<file path="src/rtl/ren_tile_dispatch_pkg.sv">
// Shared renderer types: tile descriptors from the shader queue, spans to the shaders,
// the dispatcher state encoding and a saturating counter helper.
package ren_tile_dispatch_pkg;

    localparam int REN_COORD_W = 11;
    localparam int REN_LANES   = 4;
    localparam int MAX_TILE    = 16;

    typedef enum logic [0:0] {
        ST_IDLE = 1'b0,
        ST_EMIT = 1'b1
    } disp_state_t;

    typedef struct packed {
        logic [REN_COORD_W-1:0] x;
        logic [REN_COORD_W-1:0] y;
        logic [4:0]             size;
    } tile_desc_t;

    typedef struct packed {
        logic [REN_COORD_W-1:0] x;
        logic [REN_COORD_W-1:0] y;
        logic [REN_LANES-1:0]   mask;
        logic                   last;
    } span_t;

    function automatic logic [15:0] sat_inc16(input logic [15:0] value);
        if (value == 16'hFFFF) begin
            return value;
        end else begin
            return value + 16'd1;
        end
    endfunction

endpackage

</file>
<file path="src/rtl/ren_span_walker.sv">
// Row-major span address generator: holds the span being presented and computes the
// next span (position, lane mask and last flag) on load or advance.
module ren_span_walker
    import ren_tile_dispatch_pkg::*;
#(
    parameter int COORD_W  = 11,
    parameter int SCREEN_W = 1280,
    parameter int SCREEN_H = 720,
    parameter int LANES    = 4
) (
    input  logic               clk,
    input  logic               rst,
    input  logic               load,
    input  logic               advance,
    input  logic [COORD_W-1:0] tile_x,
    input  logic [COORD_W-1:0] tile_y,
    input  logic [4:0]         tile_size,
    output logic [COORD_W-1:0] span_x,
    output logic [COORD_W-1:0] span_y,
    output logic [LANES-1:0]   span_mask,
    output logic               span_last
);

    // One extra bit keeps origin + offset from wrapping near the coordinate limit.
    localparam int CW1 = COORD_W + 1;
    localparam logic [CW1-1:0] SW_C    = CW1'(SCREEN_W);
    localparam logic [CW1-1:0] SH_C    = CW1'(SCREEN_H);
    localparam logic [CW1-1:0] LANES_C = CW1'(LANES);
    localparam logic [CW1-1:0] ONE_C   = CW1'(1);

    logic [CW1-1:0]     x0_r, y0_r, size_r, col_r, row_r;
    logic [COORD_W-1:0] span_x_r, span_y_r;
    logic [LANES-1:0]   mask_r;
    logic               last_r;

    logic [CW1-1:0]     base_x0_s, base_y0_s, base_size_s;
    logic [CW1-1:0]     nxt_col_s, nxt_row_s, nxt_x_s, nxt_y_s;
    logic [LANES-1:0]   nxt_mask_s;
    logic               nxt_last_s, step_col_s, more_cols_s, more_rows_s;

    // Select tile parameters and the position of the span to present next.
    always_comb begin
        base_x0_s   = x0_r;
        base_y0_s   = y0_r;
        base_size_s = size_r;
        nxt_col_s   = col_r;
        nxt_row_s   = row_r;
        step_col_s  = ((col_r + LANES_C) < size_r) && ((x0_r + col_r + LANES_C) < SW_C);
        if (load) begin
            base_x0_s   = {1'b0, tile_x};
            base_y0_s   = {1'b0, tile_y};
            base_size_s = CW1'(tile_size);
            nxt_col_s   = '0;
            nxt_row_s   = '0;
        end else if (advance) begin
            if (step_col_s) begin
                nxt_col_s = col_r + LANES_C;
                nxt_row_s = row_r;
            end else begin
                nxt_col_s = '0;
                nxt_row_s = row_r + ONE_C;
            end
        end else begin
            nxt_col_s = col_r;
            nxt_row_s = row_r;
        end
    end

    // Lane mask and last-span flag for the selected position.
    always_comb begin
        nxt_x_s    = base_x0_s + nxt_col_s;
        nxt_y_s    = base_y0_s + nxt_row_s;
        nxt_mask_s = '0;
        for (int k = 0; k < LANES; k++) begin
            nxt_mask_s[k] = ((nxt_col_s + CW1'(k)) < base_size_s) && ((nxt_x_s + CW1'(k)) < SW_C);
        end
        more_cols_s = ((nxt_col_s + LANES_C) < base_size_s) && ((nxt_x_s + LANES_C) < SW_C);
        more_rows_s = ((nxt_row_s + ONE_C) < base_size_s) && ((nxt_y_s + ONE_C) < SH_C);
        nxt_last_s  = !more_cols_s && !more_rows_s;
    end

    // Span and walk-position registers.
    always_ff @(posedge clk) begin
        if (rst) begin
            x0_r     <= '0;
            y0_r     <= '0;
            size_r   <= '0;
            col_r    <= '0;
            row_r    <= '0;
            span_x_r <= '0;
            span_y_r <= '0;
            mask_r   <= '0;
            last_r   <= 1'b0;
        end else if (load || advance) begin
            x0_r     <= base_x0_s;
            y0_r     <= base_y0_s;
            size_r   <= base_size_s;
            col_r    <= nxt_col_s;
            row_r    <= nxt_row_s;
            span_x_r <= nxt_x_s[COORD_W-1:0];
            span_y_r <= nxt_y_s[COORD_W-1:0];
            mask_r   <= nxt_mask_s;
            last_r   <= nxt_last_s;
        end
    end

    assign span_x    = span_x_r;
    assign span_y    = span_y_r;
    assign span_mask = mask_r;
    assign span_last = last_r;

endmodule

</file>
<file path="src/rtl/ren_tile_dispatch.sv">
// Tile dispatcher: pops tile descriptors from a FWFT shader queue, drops invalid or
// off-screen tiles and streams lane spans to the shader array with valid/ready.
module ren_tile_dispatch
    import ren_tile_dispatch_pkg::*;
#(
    parameter int COORD_W  = 11,
    parameter int SCREEN_W = 1280,
    parameter int SCREEN_H = 720,
    parameter int LANES    = 4
) (
    input  logic               clk,
    input  logic               rst,
    input  logic               i_empty,
    input  logic [COORD_W-1:0] i_tile_x,
    input  logic [COORD_W-1:0] i_tile_y,
    input  logic [4:0]         i_tile_size,
    output logic               o_pop,
    output logic               o_valid,
    input  logic               i_ready,
    output logic [COORD_W-1:0] o_x,
    output logic [COORD_W-1:0] o_y,
    output logic [LANES-1:0]   o_mask,
    output logic               o_last,
    output logic               o_busy,
    output logic [15:0]        o_tile_cnt,
    output logic [15:0]        o_drop_cnt
);

    localparam int CW1 = COORD_W + 1;
    localparam logic [CW1-1:0] SW_C  = CW1'(SCREEN_W);
    localparam logic [CW1-1:0] SH_C  = CW1'(SCREEN_H);
    localparam logic [4:0]     MAX_C = 5'(MAX_TILE);

    disp_state_t        state_r, state_nxt_s;
    logic               pop_s, load_s, advance_s, drop_s, done_s;
    logic               tile_ok_s, accept_s;
    logic [15:0]        tile_cnt_r, drop_cnt_r;
    logic [COORD_W-1:0] span_x_s, span_y_s;
    logic [LANES-1:0]   span_mask_s;
    logic               span_last_s;

    // Validity of the descriptor currently at the queue head.
    always_comb begin
        tile_ok_s = (i_tile_size != 5'd0) && (i_tile_size <= MAX_C) &&
                    ({1'b0, i_tile_x} < SW_C) && ({1'b0, i_tile_y} < SH_C);
    end

    assign accept_s = (state_r == ST_EMIT) && i_ready;

    // Next state, pop and walker control; a pop is suppressed while reset is held.
    always_comb begin
        state_nxt_s = state_r;
        pop_s       = 1'b0;
        load_s      = 1'b0;
        advance_s   = 1'b0;
        drop_s      = 1'b0;
        done_s      = 1'b0;
        if (rst) begin
            state_nxt_s = ST_IDLE;
        end else begin
            case (state_r)
                ST_IDLE: begin
                    state_nxt_s = ST_IDLE;
                end
                ST_EMIT: begin
                    if (accept_s && span_last_s) begin
                        done_s      = 1'b1;
                        state_nxt_s = ST_IDLE;
                    end else if (accept_s) begin
                        advance_s   = 1'b1;
                        state_nxt_s = ST_EMIT;
                    end else begin
                        state_nxt_s = ST_EMIT;
                    end
                end
                default: begin
                    state_nxt_s = ST_IDLE;
                end
            endcase
            // Head fetch happens from IDLE or back-to-back as the last span is taken.
            if (!i_empty && ((state_r == ST_IDLE) || done_s)) begin
                pop_s = 1'b1;
                if (tile_ok_s) begin
                    load_s      = 1'b1;
                    state_nxt_s = ST_EMIT;
                end else begin
                    drop_s      = 1'b1;
                    state_nxt_s = ST_IDLE;
                end
            end else begin
                pop_s = 1'b0;
            end
        end
    end

    // State register.
    always_ff @(posedge clk) begin
        if (rst) begin
            state_r <= ST_IDLE;
        end else begin
            state_r <= state_nxt_s;
        end
    end

    // Saturating completed/dropped tile counters.
    always_ff @(posedge clk) begin
        if (rst) begin
            tile_cnt_r <= 16'd0;
            drop_cnt_r <= 16'd0;
        end else begin
            if (done_s) begin
                tile_cnt_r <= sat_inc16(tile_cnt_r);
            end
            if (drop_s) begin
                drop_cnt_r <= sat_inc16(drop_cnt_r);
            end
        end
    end

    ren_span_walker #(
        .COORD_W  (COORD_W),
        .SCREEN_W (SCREEN_W),
        .SCREEN_H (SCREEN_H),
        .LANES    (LANES)
    ) u_walker (
        .clk       (clk),
        .rst       (rst),
        .load      (load_s),
        .advance   (advance_s),
        .tile_x    (i_tile_x),
        .tile_y    (i_tile_y),
        .tile_size (i_tile_size),
        .span_x    (span_x_s),
        .span_y    (span_y_s),
        .span_mask (span_mask_s),
        .span_last (span_last_s)
    );

    assign o_pop      = pop_s;
    assign o_valid    = (state_r == ST_EMIT);
    assign o_busy     = (state_r == ST_EMIT);
    assign o_x        = span_x_s;
    assign o_y        = span_y_s;
    assign o_mask     = span_mask_s;
    assign o_last     = span_last_s && (state_r == ST_EMIT);
    assign o_tile_cnt = tile_cnt_r;
    assign o_drop_cnt = drop_cnt_r;

endmodule
</file>
<file path="config.mk">
export PLATFORM = sky130hd
export DESIGN_NAME = ren_tile_dispatch
export DESIGN_NICKNAME = d
export VERILOG_FILES = /design/src/rtl/ren_tile_dispatch_pkg.sv /design/src/rtl/ren_span_walker.sv /design/src/rtl/ren_tile_dispatch.sv
export SDC_FILE = /design/constraint.sdc
export NUM_CORES = 1
export LEC_CHECK = 0
export ABC_AREA = 1
export ABC_CLOCK_PERIOD_IN_PS = 7000
export CAP_MARGIN = 25
export CORE_UTILIZATION = 45
export DETAILED_ROUTE_END_ITERATION = 16
export PLACE_DENSITY_LB_ADDON = 0.15
export SYNTH_ARGS = -nofsm -noshare
export SYNTH_HDL_FRONTEND = slang
export SYNTH_SLANG_ARGS = --single-unit
</file>
<file path="constraint.sdc">
create_clock -name clk -period 7 [get_ports clk]
set_input_delay 1.05 -clock clk [delete_from_list [all_inputs] [get_ports clk]]
set_output_delay 1.05 -clock clk [all_outputs]
set_load 0.01 [all_outputs]
</file>
==> out/metrics.csv, run 1 <==
metric,value,unit
status,"complete, no violations",
initial antenna violation count,0,
period utilisation layout,0.846,
first drt pass iteration count,5,
postcts setup bufs,0,
Netlist cell types,58,
DRT iter0 DRCs,489,
TritonCTS clock tree,done,
post-synth top area share,0.251,
"EDFF count, synth",0,
Clock power frac,0.520,
GRT Util Overall,0.253,
Placer Congestion,0.913,
Hold WS,458,ps
"flops & latches, synth",120,
maximum VDD drop,0.148,mV
Final WS setup,1080,ps
final setup TNS,0,ps
Synth area leaders,"dfxtp_1 (25%), ha_1 (16%), nand2_1 (9.1%)",
"Req. time, crit path",7350,ps
met3 WL,1.08,mm
pre-CTS setup slack,1080,ps
Total Power,1.77,mW
worst skew pair latency,420,ps
I/O Pins,93,
Die Y-Extent,148,microns
fin crit period,5920,ps
"Primary FF master, synth",dfxtp_1,
Final #Nets,1633,
Mapped Avg Cell Area,6.95,sq um
Switching Share,0.249,
Post-Synthesis Net Count,1537,
Max-slew headroom,0.375,
worst-case clock buffer depth,2,
Syn. warnings,0,
Critical Path Start Type,flop,
Post-synth ARST share,0,
Worst-Margin Slew,928,ps
# resized after CTS,0,
max incr delay on CP,460,ps
post-synth top area cell,dfxtp_1,
most frequent cells after synthesis,"nand2_1 (232), inv_1 (193), nor2_1 (156)",
gr ovfl total,0,
Max Freq,169,MHz
TritonCTS Buffers,17,
CP Capture Type,flop,
Total Wirelength,26.7,mm
class of the worst hold path,flop to flop,
area grow syn2layout,19.4,%
cts hold-fix bufs,0,
Cells after Synth,1378,
Final Max Tran Viols,0,
# rows,53,
top layer in use,met4,
# clock sinks,120,
DR vias/cell,5.13,
Via Count,9038,
Util after Layout,0.546,
cell internal pwr,1.33,mW
count of final setup violators,0,
Power Density,155,nW/um^2
RSZ-0062 raised after global routing,false,
Post-Syn Area,9580,sq um
most frequent CP cell,nor2_1,
total of max-cap violations,0,
# H-tree levels,4,
die area,21900,sq um
core area,21000,sq um
Worst-path clk slew,60,ps
Psw,441,uW
M1 WL,12.6,mm
most common cell in the netlist,nand2_1,
combinational share of power,0.085,
layout cells sized above 1,0.0874,
sequential-to-total area share from yosys stat,0.251,
critical path arrival,6270,ps
Layout Skew,15.5,ps
Fin. Hold Viols,0,
leak pwr,5.46,nW
largest net degree at the start of global routing,43,
first-pass GRT wire length,43.5,mm
slowest CP cell,dfxtp_1,
Post-DP HPWL,21.2,mm
Antenna Nets Post-Route,0,
CTS Root Cell,clkbuf_16,
met2 wire len,12.5,mm
vias in the first global route,8622,
initial core utilization,0.457,
Die X,148,microns
DR WL/cell,15.1,microns
DRC errors left,0,
# port buffers,92,
Seq pwr share,0.395,
diode count,0,
critical path type,flop to flop,
crit-path max FO,14,
[worst max-delay path, delay by kind of cell (launching register included)]
kind | cells | cell delay [ps]
AO/OA/AOI/OAI | 10 | 1770
XOR/XNOR | 1 | 190
adder cells (fa/ha/maj) | 4 | 840
buffers and inverters | 7 | 840
flip-flops | 1 | 460
AND/OR/NAND/NOR | 12 | 1770
[flip-flops by register name, summed over array words and instances, names as in the netlist, 4 cells and up]
| signal | flops |
|---|---|
| u_walker.span_mask | 4 |
| u_walker.x0_r | 12 |
| u_walker.span_x | 11 |
| u_walker.size_r | 12 |
| u_walker.col_r | 12 |
| u_walker.row_r | 12 |
| u_walker.span_y | 11 |
| o_tile_cnt | 16 |
| o_drop_cnt | 16 |
| u_walker.y0_r | 12 |
[layout by cell type, fill, tap and decap left out, types with 35 or more instances in the layout]
master             n
clkdlybuf4s50_1   91
xor2_1            61
ha_1             126
o21ai_0           80
nand3_1           62
nor2_1           156
dfxtp_1          120
inv_1            193
nand2_1          232
a21oi_1          105
nor3_1            35
[path summary, 6_finish.rpt]
kind	startpoint	to	slack, ps	depth (start not counted)
worst max-delay path	u_walker.col_r[2]	u_walker.span_mask[1]	1080	34
worst min-delay path	u_walker.y0_r[10]	u_walker.y0_r[10]	460	2
worst max register to register	u_walker.col_r[2]	u_walker.span_mask[1]	1080	34
worst min register to register	u_walker.y0_r[10]	u_walker.y0_r[10]	460	2
[power groups by stage]
stage	Clock [mW]	Sequential [mW]	Combinational, mW
2_1_floorplan	0	0.715	0.0832
3_3_place_gp	0	0.714	0.150
3_5_place_dp	0	0.714	0.150
4_1_cts	0.938	0.699	0.151
5_1_grt	0.965	0.700	0.168
6_report	0.920	0.699	0.151
[per-layer routing]
metal  GRT usage  vias up
met5           0        -
li1            -     4716
met3      0.0401       30
met2       0.431      178
met4      0.0686        0
met1       0.329     4114
[logic make-up (layout without fill, tap and decap cells)]
kind of cell,count (synthesis),after routing,synth area share
buffers and inverters,242,351,0.0971
flip-flops,120,120,0.251
AND/OR/NAND/NOR,575,575,0.276
multiplexers,2,2,0.00209
adder cells (fa/ha/maj),128,128,0.169
XOR/XNOR,69,69,0.0638
AO/OA/AOI/OAI,242,242,0.142
[metrics by stage]
step | cells | cell area [sq um]
6_report | 1762 | 11400
5_1_grt | 1762 | 11400
4_1_cts | 1762 | 11400
3_5_place_dp | 1730 | 10800
3_3_place_gp | 1730 | 10800
2_1_floorplan | 1378 | 9580
[area by class of cell]
type | count | area (sq um)
tap | 275 | 344
inverter | 211 | 795
clock inverter | 13 | 170
multi-input combinational | 1016 | 6250
fill | 2152 | 9520
sequential | 120 | 2400
timing repair buffer | 108 | 1040
clock buffer | 19 | 443
Note: power is estimated with default switching activity, not from simulation.
==> run 2: changes to the inputs <==
--- a/config.mk
+++ b/config.mk
@@ -6,7 +6,7 @@
 export NUM_CORES = 1
 export LEC_CHECK = 0
 export ABC_AREA = 1
-export ABC_CLOCK_PERIOD_IN_PS = 7000
+export ABC_CLOCK_PERIOD_IN_PS = 5100
 export CAP_MARGIN = 25
 export CORE_UTILIZATION = 45
 export DETAILED_ROUTE_END_ITERATION = 16
==> constraint.sdc (replaced) <==
create_clock -name clk -period 5.1 [get_ports clk]
set_input_delay 0.765 -clock clk [delete_from_list [all_inputs] [get_ports clk]]
set_output_delay 0.765 -clock clk [all_outputs]
set_load 0.01 [all_outputs]
==> run 2 against run 1 <==
Compared with the run above: maximum frequency grew 19%; sequential power grew 37%; clock power grew 37%; die area is the same; design area grew 16%.
==> out/metrics.csv, run 2 (synthesized netlist as in run 1, its figures left out) <==
metric,value,unit
class of the worst hold path,flop to flop,
# port buffers,92,
slowest CP cell,dfxtp_4,
CTS Root Cell,clkbuf_16,
crit-path max FO,9,
Via Count,9820,
Psw,621,uW
Die Y-Extent,148,microns
cell internal pwr,1.84,mW
combinational share of power,0.099,
Max-slew headroom,0.409,
die area,21900,sq um
initial core utilization,0.457,
diode count,0,
leak pwr,6.35,nW
Final Max Tran Viols,0,
first-pass GRT wire length,45.6,mm
TritonCTS clock tree,done,
first drt pass iteration count,5,
Final WS setup,121,ps
DR vias/cell,5.07,
Die X,148,microns
I/O Pins,93,
Fin. Hold Viols,0,
vias in the first global route,9176,
Critical Path Start Type,flop,
most frequent cells in the layout,"nand2_1 (223), inv_1 (188), buf_4 (183)",
# clock sinks,120,
DRC errors left,0,
DR WL/cell,15.0,microns
Util after Layout,0.632,
largest net degree at the start of global routing,79,
Worst-Margin Slew,887,ps
fin crit period,4980,ps
status,"complete, no violations",
# rows,53,
RSZ-0062 raised after global routing,true,
core area,21000,sq um
layout cells sized above 1,0.228,
"Req. time, crit path",5370,ps
total of max-cap violations,0,
# H-tree levels,4,
critical path arrival,5250,ps
Worst-path clk slew,60,ps
Placer Congestion,0.934,
critical path type,flop to flop,
worst skew pair latency,430,ps
CP Capture Type,flop,
maximum VDD drop,0.219,mV
Final #Nets,1806,
gr ovfl total,0,
DP Area,12000,sq um
"most common cell after layout, fill and taps aside",nand2_1,
fin area,13200,sq um
Clock power frac,0.512,
count of final setup violators,0,
Max Freq,201,MHz
Total Wirelength,29.0,mm
TritonCTS Buffers,17,
Total Power,2.46,mW
pre-CTS setup slack,-338,ps
DRT iter0 DRCs,616,
area grow syn2layout,38.1,%
Switching Share,0.252,
worst-case clock buffer depth,2,
initial antenna violation count,0,
most frequent CP cell,nand2_1,
GRT Util Overall,0.265,
Post-DP HPWL,22.5,mm
Antenna Nets Post-Route,0,
max incr delay on CP,400,ps
Power Density,186,nW/um^2
period utilisation layout,0.976,
Seq pwr share,0.389,
Layout Skew,16.9,ps
==> run 2: cell type report <==
cell class / instances / area (sq um)
multi-input cells: 1016 / 6690
inverters: 211 / 802
clock inverters: 13 / 168
clock buffers: 19 / 443
flip-flops and latches: 120 / 2420
repair buffers: 281 / 2370
fillers: 1908 / 7720
well taps: 275 / 344
==> run 2: per-layer routing <==
layer | part of all wire | track usage | vias to the layer above
met5 | 0 | 0 | -
met4 | 0.025 | 0.0851 | 0
met3 | 0.046 | 0.0438 | 48
met2 | 0.48 | 0.448 | 241
met1 | 0.45 | 0.343 | 4459
li1 | - | - | 5072
==> run 2: worst max-delay path, delay by kind of cell, from the launching register on <==
family / cells / cell delay (ps)
simple gates: 21 / 2080
buf+inv: 8 / 830
fa+ha+maj: 3 / 730
compound gates: 4 / 640
flops: 1 / 400
xor+xnor: 1 / 160
==> run 2: worst paths after layout <==
path / start / endpoint / slack [ps] / depth (start not counted)
max reg2reg: u_walker.col_r[2] / u_walker.span_last / 120 / 37
min: u_walker.y0_r[10] / u_walker.y0_r[10] / 450 / 2
max: u_walker.col_r[2] / u_walker.span_last / 120 / 37
min reg2reg: u_walker.y0_r[10] / u_walker.y0_r[10] / 450 / 2
==> run 2: power groups by stage <==
stage               clock network [mW]  logic [mW]  registers [mW]
floorplan                            0       0.114           0.982
global placement                     0       0.227           0.980
detailed placement                   0       0.229           0.980
CTS                               1.28       0.231           0.959
global route                      1.33       0.268           0.959
finish                            1.26       0.244           0.958
==> run 2: repair_timing <==
| action | in CTS | in global routing |
|---|---|---|
| hold buffers | 0 | 0 |
| pin swaps | 2 | 37 |
| setup endpoints to repair | 3 | 5 |
| buffers inserted | 1 | 17 |
| gates resized for setup | 9 | 108 |
==> run 2: stage by stage <==
step	hold slack, ps	std cells	TNS, ps
finish	445	1935	0
global route	479	1935	-724
CTS	452	1918	0
detailed placement	439	1885	-1060
global placement	435	1885	-561
floorplan	425	1378	0
